==> src/rtl/toggle_stim_gen.sv <==
// Multi-channel square-wave stimulus generator with IDLE/RUN/DONE control.
// Define TOGGLE_CNT_EN to add the per-channel toggle_cnt output.
module toggle_stim_gen #(
  parameter int NUM_CH = 4,
  parameter int CNT_W  = 12,
  parameter int RUN_W  = 16
) (
  input  logic                    clk,
  input  logic                    reset,
  input  logic                    start,
  input  logic                    abort,
  input  logic [NUM_CH*CNT_W-1:0] half_period,
  input  logic [NUM_CH-1:0]       init_val,
  input  logic [RUN_W-1:0]        run_cycles,
  output logic [NUM_CH-1:0]       stim_out,
  output logic                    busy,
`ifdef TOGGLE_CNT_EN
  output logic [NUM_CH*RUN_W-1:0] toggle_cnt,
`endif
  output logic                    done
);

  typedef enum logic [1:0] {IDLE, RUN, DONE} state_e;

  localparam logic [CNT_W-1:0] CNT_ONE = CNT_W'(1);
  localparam logic [RUN_W-1:0] RUN_ONE = RUN_W'(1);

  state_e                         state_q, state_d;
  logic [NUM_CH-1:0]              stim_q, stim_d;
  logic [NUM_CH-1:0][CNT_W-1:0]   hp_q, hp_d;
  logic [NUM_CH-1:0][CNT_W-1:0]   ch_cnt_q, ch_cnt_d;
  logic [RUN_W-1:0]               run_len_q, run_len_d;
  logic [RUN_W-1:0]               run_cnt_q, run_cnt_d;
`ifdef TOGGLE_CNT_EN
  logic [NUM_CH-1:0][RUN_W-1:0]   tcnt_q, tcnt_d;
`endif

  always_comb begin
    state_d   = state_q;
    stim_d    = stim_q;
    hp_d      = hp_q;
    ch_cnt_d  = ch_cnt_q;
    run_len_d = run_len_q;
    run_cnt_d = run_cnt_q;
`ifdef TOGGLE_CNT_EN
    tcnt_d    = tcnt_q;
`endif
    case (state_q)
      IDLE: begin
        if (start) begin
          hp_d      = half_period;
          run_len_d = run_cycles;
          stim_d    = init_val;
          ch_cnt_d  = '0;
          run_cnt_d = '0;
`ifdef TOGGLE_CNT_EN
          tcnt_d    = '0;
`endif
          state_d   = (run_cycles == '0) ? DONE : RUN;
        end
      end
      RUN: begin
        if (abort) begin
          state_d   = IDLE;
          stim_d    = '0;
          ch_cnt_d  = '0;
          run_cnt_d = '0;
`ifdef TOGGLE_CNT_EN
          tcnt_d    = '0;
`endif
        end else begin
          // A zero half-period leaves the channel frozen at its initial level.
          for (int unsigned k = 0; k < NUM_CH; k++) begin
            if (hp_q[k] != '0) begin
              if (ch_cnt_q[k] == hp_q[k] - CNT_ONE) begin
                ch_cnt_d[k] = '0;
                stim_d[k]   = ~stim_q[k];
`ifdef TOGGLE_CNT_EN
                tcnt_d[k]   = tcnt_q[k] + RUN_ONE;
`endif
              end else begin
                ch_cnt_d[k] = ch_cnt_q[k] + CNT_ONE;
              end
            end
          end
          if (run_cnt_q == run_len_q - RUN_ONE) begin
            state_d   = DONE;
            run_cnt_d = '0;
          end else begin
            run_cnt_d = run_cnt_q + RUN_ONE;
          end
        end
      end
      DONE:    state_d = IDLE;
      default: state_d = IDLE;
    endcase
  end

  always_ff @(posedge clk or posedge reset) begin
    if (reset) begin
      state_q   <= IDLE;
      stim_q    <= '0;
      hp_q      <= '0;
      ch_cnt_q  <= '0;
      run_len_q <= '0;
      run_cnt_q <= '0;
`ifdef TOGGLE_CNT_EN
      tcnt_q    <= '0;
`endif
    end else begin
      state_q   <= state_d;
      stim_q    <= stim_d;
      hp_q      <= hp_d;
      ch_cnt_q  <= ch_cnt_d;
      run_len_q <= run_len_d;
      run_cnt_q <= run_cnt_d;
`ifdef TOGGLE_CNT_EN
      tcnt_q    <= tcnt_d;
`endif
    end
  end

  assign stim_out = stim_q;
  assign busy     = (state_q == RUN);
  assign done     = (state_q == DONE);
`ifdef TOGGLE_CNT_EN
  assign toggle_cnt = tcnt_q;
`endif

endmodule

==> config.mk <==
export PLATFORM = sky130hd
export DESIGN_NAME = toggle_stim_gen
export DESIGN_NICKNAME = d
export VERILOG_FILES = /design/src/rtl/toggle_stim_gen.sv
export SDC_FILE = /design/constraint.sdc
export NUM_CORES = 1
export LEC_CHECK = 0
export ABC_AREA = 1
export BUFFER_PORTS_ARGS = -buffer_cell sky130_fd_sc_hd__buf_2
export CAP_MARGIN = 10
export CORE_MARGIN = 5
export CORE_UTILIZATION = 61
export CTS_CLUSTER_SIZE = 25
export DETAILED_ROUTE_END_ITERATION = 6
export GPL_ROUTABILITY_DRIVEN = 0
export GPL_TIMING_DRIVEN = 1
export PLACE_DENSITY = 0.93
export SLEW_MARGIN = 25
export SYNTH_ARGS = -nofsm -noshare
export SYNTH_HDL_FRONTEND = slang
export SYNTH_SLANG_ARGS = --single-unit
export TNS_END_PERCENT = 100
==> constraint.sdc <==
create_clock -name clk -period 5.2 [get_ports clk]
set_input_delay 0.52 -clock clk [delete_from_list [all_inputs] [get_ports clk]]
set_output_delay 0.52 -clock clk [all_outputs]
set_load 0.1 [all_outputs]
==> results of run 1 <==
## layout by cell type, fill, tap and decap left out, drive strengths merged, types with 31 or more instances in the layout
master / instances
dfrtp: 134
nand2: 303
inv: 153
nor2: 166
o21ai: 50
nand3: 99
xnor2: 31
xor2: 56
a21oi: 73
buf: 80
## worst register-to-register path: cells and delay by family, from the launching register on
kind,cells,cell delay [ns]
flip-flops,1,0.43
AND/OR/NAND/NOR,9,1.98
AO/OA/AOI/OAI,1,0.14
buffers and inverters,1,0.26
## cell families (layout without fill, tap and decap cells)
logic type,Yosys count,count (layout)
AOI/OAI and AO/OA,130,130
xor gates and xnor gates,88,88
adders and majority gates,10,10
buffers and inverters,180,265
DFF,134,134
muxes,17,17
other,0,2
and+or+nand+nor,627,627
## metrics by stage
stage | setup WS (ns) | utilization (%)
after floorplan | 1.10 | -
after global placement | 2.55 | 65.6
after detailed placement | 2.39 | 65.6
after CTS | 2.34 | 70.4
after global routing | 2.03 | 70.4
final | 2.32 | 70.4
## layout make-up
type,instances,share of cell area [%]
tap,180,2.31
clock inverter,12,2.04
clock buffer,20,4.59
antenna,2,0.0514
multi-input combinational,872,46.4
sequential,134,34.4
inverter,152,5.89
timing repair buffer,81,4.33
## power breakdown
part | internal [mW] | leakage (nW) | switching (mW)
logic | 0.626 | 2.61 | 1.22
clock network | 0.864 | 0.315 | 0.466
registers | 1.32 | 1.70 | 0.349
total | 2.81 | 4.62 | 2.04
## timing repair
item	in CTS	in global routing
hold endpoints to repair	6	0
hold buffers	1	0
setup endpoints to repair	0	0
## worst min-delay path by stage
stage | from | end | slack (ns) | cells after the start
6_report | half_period[9] | hp_q[9] | 0.33 | 2
5_1_grt | half_period[33] | hp_q[33] | 0.33 | 2
4_1_cts | half_period[9] | hp_q[9] | 0.32 | 2
3_5_place_dp | reset | hp_q[19] | 0.42 | 2
3_3_place_gp | reset | hp_q[19] | 0.40 | 2
2_1_floorplan | run_len_q[15] | run_len_q[15] | 0.47 | 2
## registers in the layout, indices dropped and copies added, names as in the netlist
signal	count
state_q	2
ch_cnt_q	48
stim_out	4
run_cnt_q	16
hp_q	48
run_len_q	16
## layer usage
layer  wire (um)  GRT usage [%]  part of all wire (%)
met3        1370           5.23                   6.4
met1        8830           34.0                    41
met2       10700           44.7                    50
met4         626           9.51                   2.9
met5           0              0                     0
==> results_dict.tcl, run 1 <==
set metrics [dict create \
    ys_top_cells_by_area "dfrtp_1 39%, nand2_1 13%, nor2_1 6.8%, inv_1 6.2%, nand3_1 5.8%" \
    grt-ovfl-total 0 \
    cp-start-kind "register" \
    coreArea_mm2 0.0138 \
    synth_nets 1268 \
    drive_above_1_share_pct 13.5 \
    min_period_over_period_pct 55.4 \
    post-route-cell-area_mm2 0.00974 \
    wl_per_cell_um 14.8 \
    period_minus_slack_ns 2.88 \
    start_util_pct 62.1 \
    io_buffers 77 \
    regArea_mm2 0.00335 \
    synth_compound_area_share_pct 8.17 \
    cts_tree "built" \
    drv_slew 0 \
    p_leak_nw 4.62 \
    place_inst 1418 \
    yosys_warnings 0 \
    wl_um 21500 \
    syn-instance-count 1186 \
    ir_worst_vdd_mv 0.308 \
    drtAntennaViolNets 0 \
    vias_per_cell 5.63 \
    clock.fmax_ghz 0.347 \
    fp.dieH_um 129 \
    r2r-end "ch_cnt_q[34]" \
    cts_resized 0 \
    die_x_um 129 \
    cts.path.max_buffers 2 \
    layout.cells.non_filler 1453 \
    maxCapViolations 0 \
    yosysMostFrequentCell "nand2_1" \
    fin_worst_skew_ns 0.00752 \
    io_pins 78 \
    grt_pass1_vias 8012 \
    min_path_type "in -> reg" \
    finalHoldWorstSlack_ns 0.326 \
    cts_max_level 4 \
    finalHoldViolCount 0 \
    synth-edff-count 0 \
    worstSetupEndpointType "register" \
    num_rows 43 \
    worst_pin_slew_ns 0.735 \
    fill_cells 977 \
    placed_area_mm2 0.00907 \
    first_iter_violations 872 \
    drc 0 \
    status "finished clean" \
    rrSetupSlack_ns 2.32 \
    required_ns 5.54 \
    syn_to_final_growth_pct 13.4 \
    path_class "reg -> reg" \
    rsz0062_at_grt "no" \
    clockRootBuffer "clkbuf_16" \
    multi_input_area_mm2 0.00451 \
    crit_path_cell_trace "nor2_1, nand2_4, nand2_2, nand2_2, inv_2, nand3_1, nor2_1, nand3_1, nand2_1, nand2_1, a21oi_1" \
    crit_family "simple AND/OR/NAND/NOR gates" \
    netlist_area_mm2 0.00859 \
    cp_slowest_stage_delay_ns 0.56 \
    clock-sinks 134 \
    setup_viol 0 \
    max_slew_margin_pct 51.0 \
    ys_seq_elements 134 \
    synthXorXnorAreaFrac_pct 9.13 \
    clock_latency_ns 0.43 \
    cp.buffers_inverters 1 \
    synthSimpleGateAreaFrac_pct 31.5 \
    cellPowerDensity_mw_per_mm2 497 \
    endpoint "ch_cnt_q[34]" \
    slowest_stage "nand2_2" \
    cts_setup_buffers 0 \
    yosys-mux-area-fraction_pct 2.23 \
    fin_nets 1340 \
    synth_fa_ha_area_share_pct 1.46 \
    reg2regPathDepth 11 \
    synth_top_area_share_pct 39.0 \
    die_area_mm2 0.0166 \
    ys_types 40 \
    r2r_start "state_q[1]" \
    clk_pin_slew_ns 0.06 \
    grt_antenna_before_repair 1 \
    num_vias 8183 \
    yosys_most_used_dff "dfrtp_1" \
    grt_max_degree 82 \
    cts-buffers-inserted 17 \
    synth_top_family_by_area "simple AND/OR/NAND/NOR gates" \
    seq_area_frac_synth_pct 39.0 \
    critical_path_arrival_ns 3.22 \
    synth_area_leader_cell "dfrtp_1" \
    syn_avg_cell_area_um2 7.24 \
    setup_tns_ns 0 \
    ys_top_cells_by_count "294 x nand2_1, 155 x nor2_1, 142 x inv_1" \
    grt.total_usage_pct 26.5 \
    cp.depth 11 \
    dp_hpwl_um 14600 \
    cp-startpoint "state_q[1]" \
    dr.pass1.iters 5 \
    synthArstFlopShare_pct 100 \
    power_mw 4.84 \
    grt_first_pass_wirelength_um 35900 \
    cp_max_fo 54 \
]
Note: power is estimated with default switching activity, not from simulation.
==> inputs of run 2 (changes only) <==
--- a/config.mk
+++ b/config.mk
@@ -9,12 +9,12 @@
 export BUFFER_PORTS_ARGS = -buffer_cell sky130_fd_sc_hd__buf_2
 export CAP_MARGIN = 10
 export CORE_MARGIN = 5
-export CORE_UTILIZATION = 61
+export CORE_UTILIZATION = 55
 export CTS_CLUSTER_SIZE = 25
 export DETAILED_ROUTE_END_ITERATION = 6
 export GPL_ROUTABILITY_DRIVEN = 0
 export GPL_TIMING_DRIVEN = 1
-export PLACE_DENSITY = 0.93
+export PLACE_DENSITY = 0.89
 export SLEW_MARGIN = 25
 export SYNTH_ARGS = -nofsm -noshare
 export SYNTH_HDL_FRONTEND = slang
==> constraint.sdc (replaced) <==
create_clock -name clk -period 2.31 [get_ports clk]
set_input_delay 0.231 -clock clk [delete_from_list [all_inputs] [get_ports clk]]
set_output_delay 0.231 -clock clk [all_outputs]
set_load 0.1 [all_outputs]
==> run 2 against run 1 <==
Net effect:
- flip-flop and latch count did not move
- register-to-register slack got worse by 2.2 ns
- critical endpoint is now ch_cnt_q[35]
- worst hold slack lost 0.29 ns
- count of clock-buffer cells in the layout decreased by 2
- utilization fell by 5.3 points
- fmax increased by 33%
- combinational power is 130% higher
- clock skew is 0.0025 ns higher
==> results_dict.tcl, run 2 (synthesis gave the netlist of run 1 again) <==
set metrics [dict create \
    status "finished clean" \
    layout_commonest_cell "nand2_1" \
    p_switching_mw 4.55 \
    cp-start-kind "register" \
    reg2regPathDepth 12 \
    place_inst 1457 \
    whs_path_depth 2 \
    start_util_pct 56.3 \
    maxCapViolations 0 \
    grt.total_usage_pct 23.2 \
    slowest_stage "dfrtp_1" \
    wl_per_cell_um 13.9 \
    grt_pass1_vias 7677 \
    fin_worst_skew_ns 0.0100 \
    cts_setup_buffers 0 \
    min_period_over_period_pct 94.0 \
    cp_max_fo 8 \
    drive_above_1_share_pct 14.9 \
    cts_tree "built" \
    fin_nets 1348 \
    grt_first_pass_wirelength_um 34700 \
    clock_latency_ns 0.43 \
    dp_hpwl_um 14500 \
    cts.path.max_buffers 2 \
    cellPowerDensity_mw_per_mm2 1110 \
    die_x_um 135 \
    die_area_mm2 0.0182 \
    layout.cells.non_filler 1490 \
    power_mw 11.0 \
    grt_antenna_before_repair 0 \
    worst_pin_slew_ns 0.499 \
    p_comb_share_pct 38.0 \
    internal_power_mw 6.49 \
    cp_slowest_stage_delay_ns 0.40 \
    period_minus_slack_ns 2.17 \
    p_sw_share_pct 41.2 \
    pwr-share-seq_pct 33.6 \
    finalHoldViolCount 0 \
    required_ns 2.61 \
    io_pins 78 \
    r2r-end "ch_cnt_q[35]" \
    top_regs "ch_cnt_q (48), hp_q (48)" \
    p_leak_nw 4.67 \
    num_vias 8075 \
    first_iter_violations 659 \
    path_class "reg -> reg" \
    dr.pass1.iters 6 \
    syn_to_final_growth_pct 15.6 \
    fp.dieH_um 135 \
    finalHoldWorstSlack_ns 0.0350 \
    fin_util_pct 65.1 \
    clockRootBuffer "clkbuf_16" \
    grt-ovfl-total 0 \
    drc 0 \
    coreArea_mm2 0.0153 \
    crit_path_cell_trace "inv_1, ha_2, nand3_1, nor2_4, nand2_1, xor2_1, inv_1, nor2_1, nand3_2, nand2_4, buf_4, a21oi_1" \
    drtAntennaViolNets 0 \
    worstSetupEndpointType "register" \
    setup_viol 0 \
    cp-startpoint "hp_q[24]" \
    grt_max_degree 112 \
    pwr-share-clk_pct 28.4 \
    cpMostUsedCell "inv_1" \
    cts-buffers-inserted 17 \
    layout_common_cells "291 x nand2_1, 150 x nor2_1, 141 x inv_1" \
    num_rows 45 \
    min_path_type "in -> reg" \
    clk_pin_slew_ns 0.06 \
    setup_tns_ns 0 \
    wl_um 20700 \
    endpoint "ch_cnt_q[35]" \
    io_buffers 77 \
    fill_cells 1203 \
    insertedDiodeCount 0 \
    r2r_start "hp_q[24]" \
    rrSetupSlack_ns 0.14 \
    drv_slew 0 \
    critical_path_arrival_ns 2.47 \
    vias_per_cell 5.42 \
    cts_max_level 4 \
    max_slew_margin_pct 67.0 \
    ir_worst_vdd_mv 0.745 \
    clock-sinks 134 \
    clock.fmax_ghz 0.461 \
]
==> run 2: power by group through the flow <==
stage / clock [mW] / combinational (mW) / sequential (mW)
after floorplan: 0 / 3.16 / 3.74
after global placement: 0 / 3.92 / 3.70
after detailed placement: 0 / 4.07 / 3.72
after CTS: 3.14 / 4.15 / 3.69
after global routing: 3.25 / 4.74 / 3.81
final: 3.13 / 4.20 / 3.71
==> run 2: critical path: cells and delay by family, from the launching register on <==
family / cells / cell delay [ns]
and+or+nand+nor: 6 / 0.85
DFF: 1 / 0.40
buffers and inverters: 3 / 0.34
adders and majority gates: 1 / 0.23
xor gates and xnor gates: 1 / 0.13
AOI/OAI and AO/OA: 1 / 0.08
==> run 2: worst min-delay path by stage <==
stage,startpoint,to,slack (ns)
2_1_floorplan,run_cycles[8],run_len_q[8],0.38
3_3_place_gp,reset,hp_q[19],0.23
3_5_place_dp,reset,hp_q[19],0.23
4_1_cts,half_period[34],hp_q[34],0.03
5_1_grt,half_period[34],hp_q[34],0.03
6_report,half_period[46],hp_q[46],0.04
==> run 2: cell type report <==
class                      count  area [um2]  share of cell area, %
tap                          211         264                   2.66
clock inverter                14         246                   2.48
multi-input combinational    872        4560                   45.9
inverter                     152         577                   5.81
clock buffer                  18         429                   4.32
sequential                   134        3350                   33.8
timing repair buffer          89         503                   5.06
==> run 2: per-stage QoR <==
step / cell area, um2 / setup slack, ns
global placement: 9200 / 0.0931
floorplan: 8590 / 0.166
global route: 9930 / -0.0106
detailed placement: 9200 / 0.0499
finish: 9930 / 0.139
CTS: 9890 / 0.0347
==> run 2: per-layer routing <==
metal  vias up  global-route usage, %  routed length (um)
li1       3940                      -                   -
met1      3804                   29.8                8910
met3        55                   4.96                1220
met4         0                   6.83                 424
met5         -                      0                   0
met2       276                   39.6               10200
==> run 2: timing repair <==
item,in CTS,in global routing
cloned,0,0
hold buffers,1,0
endpoints found under the setup margin,8,44
hold endpoints to repair,12,0
pin swaps,0,2
resized for setup,1,14
==> inputs of run 3 (changes only) <==
--- a/config.mk
+++ b/config.mk
@@ -9,14 +9,13 @@
 export BUFFER_PORTS_ARGS = -buffer_cell sky130_fd_sc_hd__buf_2
 export CAP_MARGIN = 10
 export CORE_MARGIN = 5
-export CORE_UTILIZATION = 55
+export CORE_UTILIZATION = 61
 export CTS_CLUSTER_SIZE = 25
 export DETAILED_ROUTE_END_ITERATION = 6
 export GPL_ROUTABILITY_DRIVEN = 0
 export GPL_TIMING_DRIVEN = 1
-export PLACE_DENSITY = 0.89
+export PLACE_DENSITY = 0.93
 export SLEW_MARGIN = 25
 export SYNTH_ARGS = -nofsm -noshare
 export SYNTH_HDL_FRONTEND = slang
 export SYNTH_SLANG_ARGS = --single-unit
-export TNS_END_PERCENT = 100
==> constraint.sdc (replaced) <==
create_clock -name clk -period 2.42 [get_ports clk]
set_input_delay 0.242 -clock clk [delete_from_list [all_inputs] [get_ports clk]]
set_output_delay 0.242 -clock clk [all_outputs]
set_load 0.1 [all_outputs]
==> run 3 against run 2 <==
Net effect:
- total power down 7.9%
- fmax fell by 2.8%
- register-to-register slack better by 0.05 ns
- routed wire length is 0.48% lower
- worst hold slack worse by 0.0051 ns
- via count is 0.67% lower
- combinational power is 5% lower
- sequential share of layout area rose by 0.48 points
- non-clock buffer count down 2
- utilization grew 5.7 points
- critical path type unchanged
==> results_dict.tcl, run 3 (synthesis gave the netlist of run 1 again) <==
set metrics [dict create \
    status "finished clean" \
    io_buffers 77 \
    rsz0062_at_grt "no" \
    whs_path_depth 2 \
    max_slew_margin_pct 50.0 \
    cts_setup_buffers 0 \
    cp.buffers_inverters 2 \
    ir_worst_vdd_mv 0.662 \
    first_iter_violations 773 \
    cts.path.max_buffers 2 \
    top_regs "ch_cnt_q (48), hp_q (48)" \
    start_util_pct 62.1 \
    crit_family "simple AND/OR/NAND/NOR gates" \
    fin_worst_skew_ns 0.0109 \
    worst_pin_slew_ns 0.749 \
    slowest_stage "dfrtp_1" \
    layout_common_cells "290 x nand2_1, 154 x nor2_1, 141 x inv_1" \
    grt_max_degree 112 \
    drc 0 \
    cp.depth 13 \
    grt.total_usage_pct 26.1 \
    syn_to_final_growth_pct 14.0 \
    io_pins 78 \
    wl_um 20600 \
    place_inst 1424 \
    drv_slew 0 \
    fp.dieH_um 129 \
    layout.cells.non_filler 1457 \
    setup_tns_ns 0 \
    cp-start-kind "register" \
    grt_antenna_before_repair 0 \
    drtAntennaViolNets 0 \
    p_leak_nw 4.63 \
    die_area_mm2 0.0166 \
    clockRootBuffer "clkbuf_16" \
    worstSetupEndpointType "register" \
    cts_tree "built" \
    dr.pass1.iters 5 \
    layout_commonest_cell "nand2_1" \
    grt-ovfl-total 0 \
    insertedDiodeCount 0 \
    cts_max_level 4 \
    clock.fmax_ghz 0.447 \
    fin_nets 1346 \
    cp_slowest_stage_delay_ns 0.44 \
    maxCapViolations 0 \
    fin_util_pct 70.8 \
    die_x_um 129 \
    crit_path_cell_trace "inv_2, ha_1, nand2_2, nor2_4, nand3b_1, nand2_1, inv_1, nor2_1, nand2_1, nor2_2, nand2_2, nand2_4, o21ai_0" \
    cp_max_fo 17 \
    cts-buffers-inserted 17 \
    dp_hpwl_um 14600 \
    setup_viol 0 \
    clock-sinks 134 \
    clock_latency_ns 0.44 \
    coreArea_mm2 0.0138 \
    min_path_type "in -> reg" \
    path_class "reg -> reg" \
    clk_pin_slew_ns 0.07 \
    required_ns 2.72 \
    min_period_over_period_pct 92.3 \
    finalHoldViolCount 0 \
    period_minus_slack_ns 2.23 \
    cellPowerDensity_mw_per_mm2 1040 \
    critical_path_arrival_ns 2.53 \
    grt_pass1_vias 7810 \
    num_rows 43 \
    num_vias 8021 \
    grt_first_pass_wirelength_um 35100 \
    wl_per_cell_um 14.2 \
    vias_per_cell 5.51 \
    drive_above_1_share_pct 14.3 \
    reg2regPathDepth 13 \
]
## run 3: changes by cell type in the layout (fill, tap and decap cells not counted), sizes merged
cell and delta:
clkinv +5, bufinv -4, buf -2, inv -2
clkbuf +1
## run 3: area by class of cell
cell class	instances	area (um2)
multi-input combinational	872	4520
timing repair buffer	87	513
clock buffer	19	453
fill	997	4040
sequential	134	3350
inverter	152	574
clock inverter	13	149
tap	180	225
## run 3: final timing paths
kind,from,end,slack (ns)
worst min-delay path,half_period[6],hp_q[6],0.03
min in group asynchronous,reset,hp_q[17],0.49
worst max-delay path,run_len_q[0],run_cnt_q[9],0.19
worst max register to register,run_len_q[0],run_cnt_q[9],0.19
max in group asynchronous,reset,hp_q[46],1.27
worst min register to register,stim_out[0],stim_out[0],0.52
## run 3: per-layer routing
| metal | track usage, % | wire [um] |
|---|---|---|
| met1 | 33.5 | 8710 |
| met5 | 0 | 0 |
| met2 | 43.1 | 9990 |
| met3 | 5.02 | 1300 |
| met4 | 11.2 | 627 |
## run 3: where the power goes
part	switching [mW]	total (mW)	internal (mW)
Clock	1.05	2.63	1.58
Sequential	0.708	3.54	2.83
Combinational	2.60	4.00	1.39
## run 3: repair_timing
action	4_1_cts	5_1_grt
endpoints found under the setup margin	0	31
hold endpoints to repair	25	0
hold buffers	1	0
gates resized for setup	0	4
## run 3: per-stage QoR
step | total power [mW] | hold WS [ns] | instance area (um2) | setup WS (ns)
after CTS | 10.1 | 0.0257 | 9780 | 0.155
after global placement | 7.28 | 0.395 | 9170 | 0.278
final | 10.2 | 0.0299 | 9790 | 0.185
after detailed placement | 7.44 | 0.401 | 9170 | 0.179
after global routing | 10.9 | 0.0358 | 9790 | 0.0161
after floorplan | 6.59 | 0.387 | 8590 | 0.276
